`config.mk`:
```
export PLATFORM = sky130hd
export DESIGN_NAME = mul8_seq_flat
export DESIGN_NICKNAME = d
export VERILOG_FILES = /design/src/rtl/alu8_pkg.sv /design/src/rtl/mul8_seq_if.sv /design/src/rtl/Cong8.sv /design/src/rtl/mul8_seq.sv /design/src/flat_wrapper.sv
export SDC_FILE = /design/constraint.sdc
export NUM_CORES = 1
export LEC_CHECK = 0
export ABC_AREA = 1
export CORE_ASPECT_RATIO = 2
export CORE_MARGIN = 2
export CORE_UTILIZATION = 45
export DETAILED_ROUTE_END_ITERATION = 8
export PLACE_DENSITY = 0.69
export REMOVE_ABC_BUFFERS = 1
export SETUP_SLACK_MARGIN = 0.02
export SYNTH_ARGS = -nofsm -noshare
export SYNTH_HDL_FRONTEND = slang
export SYNTH_SLANG_ARGS = --single-unit
```
`constraint.sdc`:
```
create_clock -name clk -period 5.1 [get_ports clk]
set_clock_uncertainty 0.15 [all_clocks]
set_input_delay 0.51 -clock clk [delete_from_list [all_inputs] [get_ports clk]]
set_output_delay 0.51 -clock clk [all_outputs]
set_load 0.05 [all_outputs]
```
`src/rtl/alu8_pkg.sv`:
```
// alu8_pkg: shared width, iteration count and multiplier state encoding
package alu8_pkg;
  localparam int ALU_W = 8;
  localparam int MUL_ITER = 8;
  typedef enum logic [1:0] {IDLE, RUN, DONE} mul_state_t;
endpackage

```
`src/rtl/mul8_seq_if.sv`:
```
// mul8_seq_if: start/operand request and product/status response bundle
interface mul8_seq_if import alu8_pkg::*; ();
  logic start;
  logic [ALU_W-1:0] a;
  logic [ALU_W-1:0] b;
  logic busy;
  logic done;
  logic [2*ALU_W-1:0] p;
  modport master(output start, a, b, input busy, done, p);
  modport slave(input start, a, b, output busy, done, p);
endinterface

```
`src/rtl/Cong8.sv`:
```
// Cong8: 8-bit ripple-carry adder with carry-in and carry-out
module Cong8 import alu8_pkg::*; (
  input  logic [ALU_W-1:0] i_a,
  input  logic [ALU_W-1:0] i_b,
  input  logic             i_cin,
  output logic [ALU_W-1:0] o_s,
  output logic             o_cout
);
  logic [ALU_W:0] w_c;
  assign w_c[0] = i_cin;
  for (genvar g = 0; g < ALU_W; g++) begin : g_fa
    assign o_s[g] = i_a[g] ^ i_b[g] ^ w_c[g];
    assign w_c[g+1] = (i_a[g] & i_b[g]) | (w_c[g] & (i_a[g] ^ i_b[g]));
  end
  assign o_cout = w_c[ALU_W];
endmodule

```
`src/rtl/mul8_seq.sv`:
```
// mul8_seq: sequential 8x8 unsigned shift-and-add multiplier around Cong8
module mul8_seq import alu8_pkg::*; (
  input logic       clk,
  input logic       rst,
  mul8_seq_if.slave bus
);
  mul_state_t       r_state;
  logic [ALU_W-1:0] r_mcand;
  logic [ALU_W-1:0] r_acc;
  logic [ALU_W-1:0] r_mq;
  logic [2:0]       r_cnt;
  logic [2*ALU_W-1:0] r_p;
  logic [ALU_W-1:0] w_s;
  logic             w_cout;
  Cong8 u_add (
    .i_a   (r_acc),
    .i_b   (r_mq[0] ? r_mcand : '0),
    .i_cin (1'b0),
    .o_s   (w_s),
    .o_cout(w_cout)
  );
  assign bus.busy = (r_state == RUN);
  assign bus.done = (r_state == DONE);
  assign bus.p    = r_p;
  // control FSM plus accumulator/multiplier shift; carry-out shifts into acc msb
  always_ff @(posedge clk) begin
    if (rst) begin
      r_state <= IDLE;
      r_mcand <= '0;
      r_acc   <= '0;
      r_mq    <= '0;
      r_cnt   <= '0;
      r_p     <= '0;
    end else begin
      case (r_state)
        RUN: begin
          {r_acc, r_mq} <= {w_cout, w_s, r_mq[ALU_W-1:1]};
          r_cnt <= r_cnt + 3'd1;
          if (r_cnt == 3'(MUL_ITER - 1)) begin
            r_p     <= {w_cout, w_s, r_mq[ALU_W-1:1]};
            r_state <= DONE;
          end
        end
        IDLE, DONE: begin
          if (bus.start) begin
            r_mcand <= bus.a;
            r_mq    <= bus.b;
            r_acc   <= '0;
            r_cnt   <= '0;
            r_state <= RUN;
          end else r_state <= IDLE;
        end
        default: r_state <= IDLE;
      endcase
    end
  end
endmodule

```
`src/flat_wrapper.sv`:
```
// flat-port wrapper written by rule: the top's interface ports become plain ports
module mul8_seq_flat import alu8_pkg::*;
  (clk, rst, bus_start, bus_a, bus_b, bus_busy, bus_done, bus_p);
  mul8_seq_if bus_i ();
  input logic clk;
  input logic rst;
  input wire logic [$bits(bus_i.start)-1:0] bus_start;
  input wire logic [$bits(bus_i.a)-1:0] bus_a;
  input wire logic [$bits(bus_i.b)-1:0] bus_b;
  output wire logic [$bits(bus_i.busy)-1:0] bus_busy;
  output wire logic [$bits(bus_i.done)-1:0] bus_done;
  output wire logic [$bits(bus_i.p)-1:0] bus_p;
  assign bus_i.start = bus_start;
  assign bus_i.a = bus_a;
  assign bus_i.b = bus_b;
  assign bus_busy = bus_i.busy;
  assign bus_done = bus_i.done;
  assign bus_p = bus_i.p;
  mul8_seq u_core (.clk(clk), .rst(rst), .bus(bus_i));
endmodule
```
-- After elaboration in Yosys (flattened, before gate mapping)
Cells that the tools add are included.
- bits of input ports: 19
- word-level logic and storage cells: 65
- flip-flop bits (word level): 45
- output and inout port bits: 18
- muxes and demuxes: 10
- equal/unequal tests: 5
- reductions and logical operators: 6
- $add $sub $neg: 1
- bitwise logic cells: 37
- operators by type and width (kind ; count):
    $pmux 8 s2 ; 2
    $mux 8 ; 3
    $and 1x1->1 ; 15
    $xor 1x1->1 ; 15
    $or 1x1->1 ; 7
    $pmux 3 s2 ; 1
    $reduce_and 2->1 ; 3
    $pmux 2 s2 ; 1
    $add 3x1->3 const B ; 1
    $eq 3x3->1 const B ; 1
    $mux 3 ; 1
    $eq 2x1->1 const B ; 1
    $eq 2x2->1 const B ; 1
    $logic_not 2->1 ; 1
    $mux 2 ; 1
    $ne 2x1->1 const B ; 1
    $ne 2x2->1 const B ; 1
    $reduce_bool 2->1 ; 1
    $reduce_or 2->1 ; 1
    $mux 1 ; 1

-- Depth between registers and ports, before layout
Gate-level depths: netlist of run 1.
- word-level depth: 17
- gate-level depth with buffers: 15
- mapped depth without buffers: 14

-- Cells and area by module
Synthesis of run 1 repeated with hierarchy kept, for this count alone.
- cell total of the unflattened synthesis: 280
- area, all modules: 2199.6 µm²
- by module, submodules not included (module ; cells each ; sequential area each (µm²) ; area an instance (µm²) ; instances):
    mul8_seq ; 262 ; 900.9 ; 2001.9 ; 1
    Cong8 ; 18 ; 0.0 ; 197.7 ; 1

-- Worst setup path after synthesis of run 1
No wires, ideal clock.
- path type: register to register
- start point: register u_core.r_mq[0]
- end point: register u_core.r_acc[6]
- stages on the path, launching flop included: 16
- path buffers: 1
- required time: 4.832 ns
- setup time: 0.118 ns
- period minus slack after synthesis: 3.972 ns
- arrival time: 3.703 ns
- slack: 1.128 ns
- cells stage by stage: dfxtp_1 > clkbuf_1 > nand2_1 > inv_1 > ha_1 > inv_1 > fa_1 > fa_1 > fa_1 > fa_1 > fa_1 > fa_1 > fa_1 > inv_1 > nand2_1 > a21oi_2
- longest elaborated chain between the ends: 16
- elaborated cells on any way between the ends: 29
- those cells by class: mux (2); bitwise (27)
- RTL lines (element ; line ; text):
    start, declared ; mul8_seq.sv:10 ; logic [ALU_W-1:0] r_mq;
    start signal, assigned ; mul8_seq.sv:37 ; {r_acc, r_mq} <= {w_cout, w_s, r_mq[ALU_W-1:1]};
    start signal, assigned ; mul8_seq.sv:47 ; r_mq <= bus.b;
    $mux 8 * ; mul8_seq.sv:17 ; .i_b (r_mq[0] ? r_mcand : '0),
    $and 1x1->1 / $xor 1x1->1 (equally long branches) ; Cong8.sv:13 ; assign w_c[g+1] = (i_a[g] & i_b[g]) | (w_c[g] & (i_a[g] ^ i_b[g]));
    $and 1x1->1 ; Cong8.sv:13 ;
    $or 1x1->1 ; Cong8.sv:13 ;
    $and 1x1->1 ; Cong8.sv:13 ;
    $or 1x1->1 ; Cong8.sv:13 ;
    $and 1x1->1 ; Cong8.sv:13 ;
    $or 1x1->1 ; Cong8.sv:13 ;
    $and 1x1->1 ; Cong8.sv:13 ;
    $or 1x1->1 ; Cong8.sv:13 ;
    $and 1x1->1 ; Cong8.sv:13 ;
    $or 1x1->1 ; Cong8.sv:13 ;
    $and 1x1->1 ; Cong8.sv:13 ;
    $or 1x1->1 ; Cong8.sv:13 ;
    $xor 1x1->1 * ; Cong8.sv:12 ; assign o_s[g] = i_a[g] ^ i_b[g] ^ w_c[g];
    $pmux 8 s2 * ; mul8_seq.sv:35 ; case (r_state)
    end signal, assigned ; mul8_seq.sv:37 ;
    end, declared ; mul8_seq.sv:9 ; logic [ALU_W-1:0] r_acc;
Mark *: on every way between the ends. The rest lies on a longest branch, timed or not.
A chain may end at the register's enable or synchronous reset.

-- Worst setup path in the final report of run 1
Ends and elaborated chain as after synthesis.

==> run_results.csv, run 1 <==
group,metric,value,unit
final_layout,n_fill_cell,476,
timing,rsz0062_at_grt,"false",
logic_synthesis,yosys.area_share.simple,0.321,
clock_network,ctsHtreeMaxLevel,2,
setup_path,r2r-end,"u_core.r_acc[6]",
clock_network,post_cts_resized,0,
logic_synthesis,async_flop_share,0,
final_layout,ff_latch_area,901,sq um
global_routing,gr-total-overflow,0,
floorplanning,die_w,53.3,um
drt,routed_wl,4650,um
clock_network,cts.clk_slew.worst_paths,0.08,ns
timing,min_period,4.04,ns
global_routing,grtUsageMet1,0.224,
placed_design,dpl-instance-area,0.00252,sq mm
drt,dr.pass1.iters,4,
logic_synthesis,synth_mux_area_frac,0,
worst_hold_path,worstHoldPathType,"reg -> reg",
logic_synthesis,synth_top_area_frac,0.412,
flow_run,timing.max_cap.violations,0,
timing,hold_slack,0.318,ns
drt,ant_nets,0,
logic_synthesis,ys_seq_elements,45,
timing,tns,0,ns
setup_path,start_kind,"register",
worst_hold_path,hold_depth,2,
logic_synthesis,synth.distinct_cells,26,
final_layout,drive_gt1_frac,0.119,
logic_synthesis,yosys.area_share.adder,0.0813,
final_layout,final_area,0.00263,sq mm
logic_synthesis,synth_top_family_by_area,"simple AND/OR/NAND/NOR gates",
placed_design,dp_cells,357,
logic_synthesis,syn_inst,278,
setup_path,r2r_cells,14,
logic_synthesis,synthXorXnorAreaFrac,0,
final_layout,final_cells,365,
setup_path,rr_startpoint,"u_core.r_mq[0]",
clock_network,hold_buffers,0,
logic_synthesis,synthesis.area,0.00218,sq mm
timing,worst-slew-pin-transition,0.773,ns
logic_synthesis,yosys-top-cells-count,"nand2_1 (75), dfxtp_1 (45), nor2_1 (35), inv_1 (28), nand3_1 (24)",
clock_network,cts-root-buf,"clkbuf_8",
clock_network,cts_tree,"built",
setup_path,cp_common_cell,"fa_1",
drt,wl_per_cell,12.7,um
global_routing,met2_usage,0.348,
global_routing,grt_usage,0.196,
logic_synthesis,synth_edf_count,0,
clock_network,post-cts-setup-buffer-count,0,
clock_network,cts_buffers,5,
final_layout,syn2layout_area_growth,20.6,%
setup_path,worst-path-buf-inv,3,
timing,fin_ws,1.06,ns
floorplanning,core_area,0.00464,sq mm
power_and_ir_drop,p_per_area,286,mW/mm^2
drt,drcViolationCount,0,
setup_path,cp_cell_sequence,"nand2_1, inv_1, ha_1, inv_1, fa_1, fa_1, fa_1, fa_1, fa_1, fa_1, fa_1, inv_1, nand2_1, a21oi_2",
setup_path,worstPathMaxFanout,9,
placed_design,dp_hpwl,3140,um
worst_hold_path,hp-start,"u_core.bus.p[4]",
setup_path,end_kind,"register",
worst_hold_path,holdPathEnd,"u_core.bus.p[4]",
final_layout,fin_nets,338,
setup_path,crit_type,"reg -> reg",
drt,via_per_inst,4.98,
final_layout,multi_input_area,0.00105,sq mm
clock_network,numClockSinks,45,
logic_synthesis,ys_warn_count,0,
logic_synthesis,seq_area_frac_synth,0.412,
power_and_ir_drop,power,753,uW
timing,setup_viol,0,
logic_synthesis,syn_area_per_cell,7.86,sq um
setup_path,required,5.18,ns
timing,fmax,248,MHz
global_routing,gr-usage-met3,0.0348,
logic_synthesis,synth-compound-area-share,0.0796,
logic_synthesis,synth_top_flop_cell,"dfxtp_1",
floorplanning,row_count,35,
global_routing,grt_max_degree,30,
final_layout,diodes,0,
global_routing,grt_pass1_wl,7980,um
setup_path,rrSetupSlack,1.06,ns
placed_design,port_buffers,36,
floorplanning,dieArea,0.00546,sq mm
placed_design,gp_congestion,0.820,
setup_path,cp_top_family,"adder cells",
logic_synthesis,synth_largest_area_cell,"dfxtp_1",
clock_network,clkLatencyLatePin,0.30,ns
drt,vias,1818,
clock_network,cts_buffer_depth,2,
setup_path,slowest_stage,"dfxtp_1",
logic_synthesis,yosysMostFrequentCell,"nand2_1",
logic_synthesis,synth.top_cells.by_area,"dfxtp_1 (41%), nand2_1 (13%), fa_1 (6.4%), nor2_1 (6.0%), nand3_1 (5.5%)",
placed_design,pre_cts_ws,1.07,ns
timing,hold_viol_final,0,
floorplanning,io_pins,37,
drt,drtIter0Drc,28,
global_routing,antenna_found_initial,0,
setup_path,cpPeakStageDelay,0.47,ns
timing,maxSlewViolCount,0,
timing,fin_crit_sh,0.792,
timing,max_slew_margin,0.484,
floorplanning,die_height,103,um
global_routing,first_global_vias,1795,
global_routing,top_usage_layer,"met2",
floorplanning,start_util,0.471,
setup_path,arrival,4.12,ns
run_status,status,"completed",
final_layout,utilization,0.567,
power_and_ir_drop,vdd_drop_max,0.000193,V
power_and_ir_drop,power.leakage,1.08,nW
[per-layer routing]
metal | routed length (um) | vias up
li1 | - | 923
met1 | 1950 | 856
met2 | 2460 | 33
met3 | 159 | 6
met4 | 78 | 0
met5 | 0 | -
[state kept, by name, summed over array words and instances, names as in the netlist]
signal and flops:
u_core.r_mq 8, u_core.bus.p 16, u_core.r_acc 8, u_core.r_mcand 8, u_core.r_state 2, u_core.r_cnt 3
[cells by family (layout without fill, tap and decap cells)]
group	Yosys count	in the layout
flip-flops	45	45
buffers and inverters	45	77
adder cells (fa/ha/maj)	10	10
AO/OA/AOI/OAI	28	28
AND/OR/NAND/NOR	150	150
[cell type report]
cell class	instances	area share
clock buffer	7	0.0328
clock inverter	1	0.0114
inverter	31	0.0456
multi-input combinational	188	0.400
sequential	45	0.342
tap	55	0.0261
timing repair buffer	38	0.143
[how the worst max path moves through the flow]
stage / startpoint / to / slack, ns / cells past startpoint
after floorplan: u_core.r_mq[0] / u_core.r_acc[6] / 1.21 / 14
after global placement: u_core.r_mq[0] / u_core.r_acc[6] / 1.16 / 14
after detailed placement: u_core.r_mq[0] / u_core.r_acc[6] / 1.07 / 14
after CTS: u_core.r_mq[0] / u_core.r_acc[6] / 1.05 / 14
after global routing: u_core.r_mq[0] / u_core.r_acc[6] / 0.85 / 14
final: u_core.r_mq[0] / u_core.r_acc[6] / 1.06 / 14
[worst min-delay path, cell delays in order, from the launching register on]
cell and delay (ns):
dfxtp_1 0.31, nand2_1 0.06, a21oi_1 0.06
[power breakdown]
| group | switching [mW] | internal (mW) | total [mW] |
|---|---|---|---|
| Sequential | 0.0138 | 0.366 | 0.380 |
| Combinational | 0.0568 | 0.0357 | 0.0925 |
| Clock | 0.121 | 0.160 | 0.280 |
| Total | 0.191 | 0.562 | 0.753 |
[placed cells by master, fill, tap and decap left out, drive strengths merged]
cell type      count
a21oi             19
bufinv             1
clkdlybuf4s50     36
buf                2
nand2             78
o21ai              9
dfxtp             45
fa                 7
nand3             35
clkinv             1
ha                 3
inv               30
clkbuf             7
nor2              37
(Power assumes the default switching activity.)
==> run 2, diff against run 1 <==
==> constraint.sdc (replaced) <==
create_clock -name clk -period 4.2 [get_ports clk]
set_clock_uncertainty 0.15 [all_clocks]
set_input_delay 0.42 -clock clk [delete_from_list [all_inputs] [get_ports clk]]
set_output_delay 0.42 -clock clk [all_outputs]
set_load 0.05 [all_outputs]
==> run 2 against run 1 <==
Critical path depth stayed put. Sequential power is 21% higher. Clock-buffer cell count stayed put. Setup slack worse by 0.71 ns. Sequential share of layout area is 0.098 points higher. Die area stayed put. Core utilization is 0.16 points lower. Design area is 0.29% lower. Power is 15% higher. Register-to-register slack worse by 0.71 ns. Flip-flop and latch count stayed put.
==> run_results.csv, run 2 (synthesized netlist as in run 1, its figures left out) <==
group,metric,value,unit
worst_hold_path,holdPathEnd,"u_core.bus.p[7]",
clock_network,cts_tree,"built",
clock_network,cts-root-buf,"clkbuf_8",
global_routing,grt_pass1_wl,7760,um
drt,routed_wl,4620,um
clock_network,cts_buffer_depth,2,
timing,maxSlewViolCount,0,
setup_path,r2r_cells,14,
final_layout,drive_gt1_frac,0.125,
power_and_ir_drop,vdd_drop_max,0.000257,V
timing,worst-slew-pin-transition,0.783,ns
floorplanning,row_count,35,
placed_design,dp_hpwl,3130,um
placed_design,gp_congestion,0.799,
final_layout,final_area,0.00263,sq mm
floorplanning,start_util,0.471,
run_status,status,"completed",
final_layout,n_fill_cell,474,
drt,drcViolationCount,0,
timing,setup_viol,0,
final_layout,syn2layout_area_growth,20.2,%
final_layout,utilization,0.566,
global_routing,grt_max_degree,30,
clock_network,cts_buffers,5,
setup_path,r2r-end,"u_core.r_acc[6]",
clock_network,post-cts-setup-buffer-count,0,
floorplanning,io_pins,37,
timing,fin_ws,0.355,ns
timing,tns,0,ns
global_routing,gr-total-overflow,0,
worst_hold_path,hold_depth,2,
power_and_ir_drop,p_int,638,uW
final_layout,diodes,0,
floorplanning,die_w,53.3,um
drt,dr.pass1.iters,4,
worst_hold_path,worstHoldPathType,"reg -> reg",
placed_design,dp_cells,358,
final_layout,ff_latch_area,901,sq um
power_and_ir_drop,p_switching,231,uW
drt,drtIter0Drc,73,
timing,rsz0062_at_grt,"false",
timing,fin_crit_sh,0.915,
setup_path,cpPeakStageDelay,0.49,ns
setup_path,cp_cell_sequence,"nand2_1, inv_1, ha_1, inv_1, fa_1, fa_1, fa_1, fa_1, fa_1, fa_1, fa_1, inv_1, nand2_1, a21oi_2",
setup_path,rr_startpoint,"u_core.r_mq[0]",
floorplanning,dieArea,0.00546,sq mm
drt,wl_per_cell,12.6,um
setup_path,worst-path-buf-inv,3,
drt,via_per_inst,5.00,
worst_hold_path,hp-start,"u_core.bus.p[7]",
power_and_ir_drop,swShare,0.266,
final_layout,largest_reg_flops,16,
setup_path,end_kind,"register",
clock_network,post_cts_resized,0,
final_layout,final_common_cell,"nand2_1",
drt,vias,1830,
setup_path,worstPathMaxFanout,2,
drt,ant_nets,0,
clock_network,hold_buffers,0,
setup_path,required,4.23,ns
timing,hold_slack,0.316,ns
timing,max_slew_margin,0.477,
global_routing,first_global_vias,1761,
timing,min_period,3.85,ns
global_routing,grt_usage,0.193,
placed_design,port_buffers,36,
setup_path,rrSetupSlack,0.35,ns
final_layout,fin_nets,339,
clock_network,clkLatencyLatePin,0.30,ns
power_and_ir_drop,power,868,uW
floorplanning,core_area,0.00464,sq mm
power_and_ir_drop,p_per_area,331,mW/mm^2
placed_design,dpl-instance-area,0.00252,sq mm
global_routing,antenna_found_initial,0,
clock_network,cts.clk_slew.worst_paths,0.08,ns
clock_network,numClockSinks,45,
power_and_ir_drop,p_comb_frac,0.133,
setup_path,arrival,3.87,ns
flow_run,timing.max_cap.violations,0,
setup_path,cp_top_family,"adder cells",
final_layout,multi_input_area,0.00105,sq mm
timing,hold_viol_final,0,
power_and_ir_drop,seq_power_share,0.529,
setup_path,crit_type,"reg -> reg",
floorplanning,die_height,103,um
clock_network,ctsHtreeMaxLevel,2,
setup_path,cp_common_cell,"fa_1",
timing,fmax,260,MHz
setup_path,slowest_stage,"fa_1",
placed_design,pre_cts_ws,0.362,ns
setup_path,start_kind,"register",
power_and_ir_drop,power.leakage,1.08,nW
power_and_ir_drop,power_frac_clock,0.338,
final_layout,final_cell_mix,"nand2_1 (75), dfxtp_1 (45), clkdlybuf4s50_1 (36)",
final_layout,final_cells,366,
run 2: worst max-delay path by stage:
stage                                  from               to  depth (start not counted)
after floorplan              u_core.r_mq[0]  u_core.r_acc[6]                         14
after global placement    u_core.r_mcand[0]  u_core.r_acc[6]                         14
after detailed placement     u_core.r_mq[0]  u_core.r_acc[6]                         14
after CTS                    u_core.r_mq[0]  u_core.r_acc[6]                         14
after global routing         u_core.r_mq[0]  u_core.r_acc[6]                         14
final                        u_core.r_mq[0]  u_core.r_acc[6]                         14
run 2: power by group through the flow:
stage          sequential, mW  clock, mW  combinational (mW)
3_5_place_dp            0.469          0               0.116
5_1_grt                 0.462      0.314               0.132
6_report                0.459      0.294               0.115
4_1_cts                 0.459      0.299               0.116
2_1_floorplan           0.467          0              0.0697
3_3_place_gp            0.469          0               0.115
run 2: worst min-delay path: stages (launching register included):
cell and delay [ns]:
dfxtp_1 0.31, nand2_1 0.06, a21oi_1 0.05
run 2: layout make-up:
cell class | count | share of cell area
multi-input combinational | 188 | 0.401
tap | 55 | 0.0262
clock buffer | 7 | 0.0367
inverter | 31 | 0.0457
sequential | 45 | 0.343
clock inverter | 1 | 0.00191
timing repair buffer | 39 | 0.146
run 2: per-layer routing:
metal / track usage / part of all wire / vias to the layer above
met5: 0 / 0 / -
met4: 0.0828 / 0.015 / 0
met3: 0.0319 / 0.039 / 4
met2: 0.352 / 0.54 / 38
met1: 0.211 / 0.40 / 863
li1: - / - / 925
==> run 3, diff against run 2 <==
--- a/config.mk
+++ b/config.mk
@@ -13,6 +13,7 @@
 export PLACE_DENSITY = 0.69
 export REMOVE_ABC_BUFFERS = 1
 export SETUP_SLACK_MARGIN = 0.02
+export SLEW_MARGIN = 20
 export SYNTH_ARGS = -nofsm -noshare
 export SYNTH_HDL_FRONTEND = slang
 export SYNTH_SLANG_ARGS = --single-unit
==> constraint.sdc (replaced) <==
create_clock -name clk -period 4.09 [get_ports clk]
set_clock_uncertainty 0.15 [all_clocks]
set_input_delay 0.409 -clock clk [delete_from_list [all_inputs] [get_ports clk]]
set_output_delay 0.409 -clock clk [all_outputs]
set_load 0.05 [all_outputs]
==> results of run 3 <==
The final DEF is identical to that of run 2. Status: completed.
Among the figures that moved: setup slack after placement 0.362 ns -> 0.252 ns; setup slack after layout 0.355 ns -> 0.245 ns; register-to-register setup slack 0.35 ns -> 0.24 ns; total power 0.868 mW -> 0.892 mW; worst IR drop on VDD 0.000257 V -> 0.000264 V
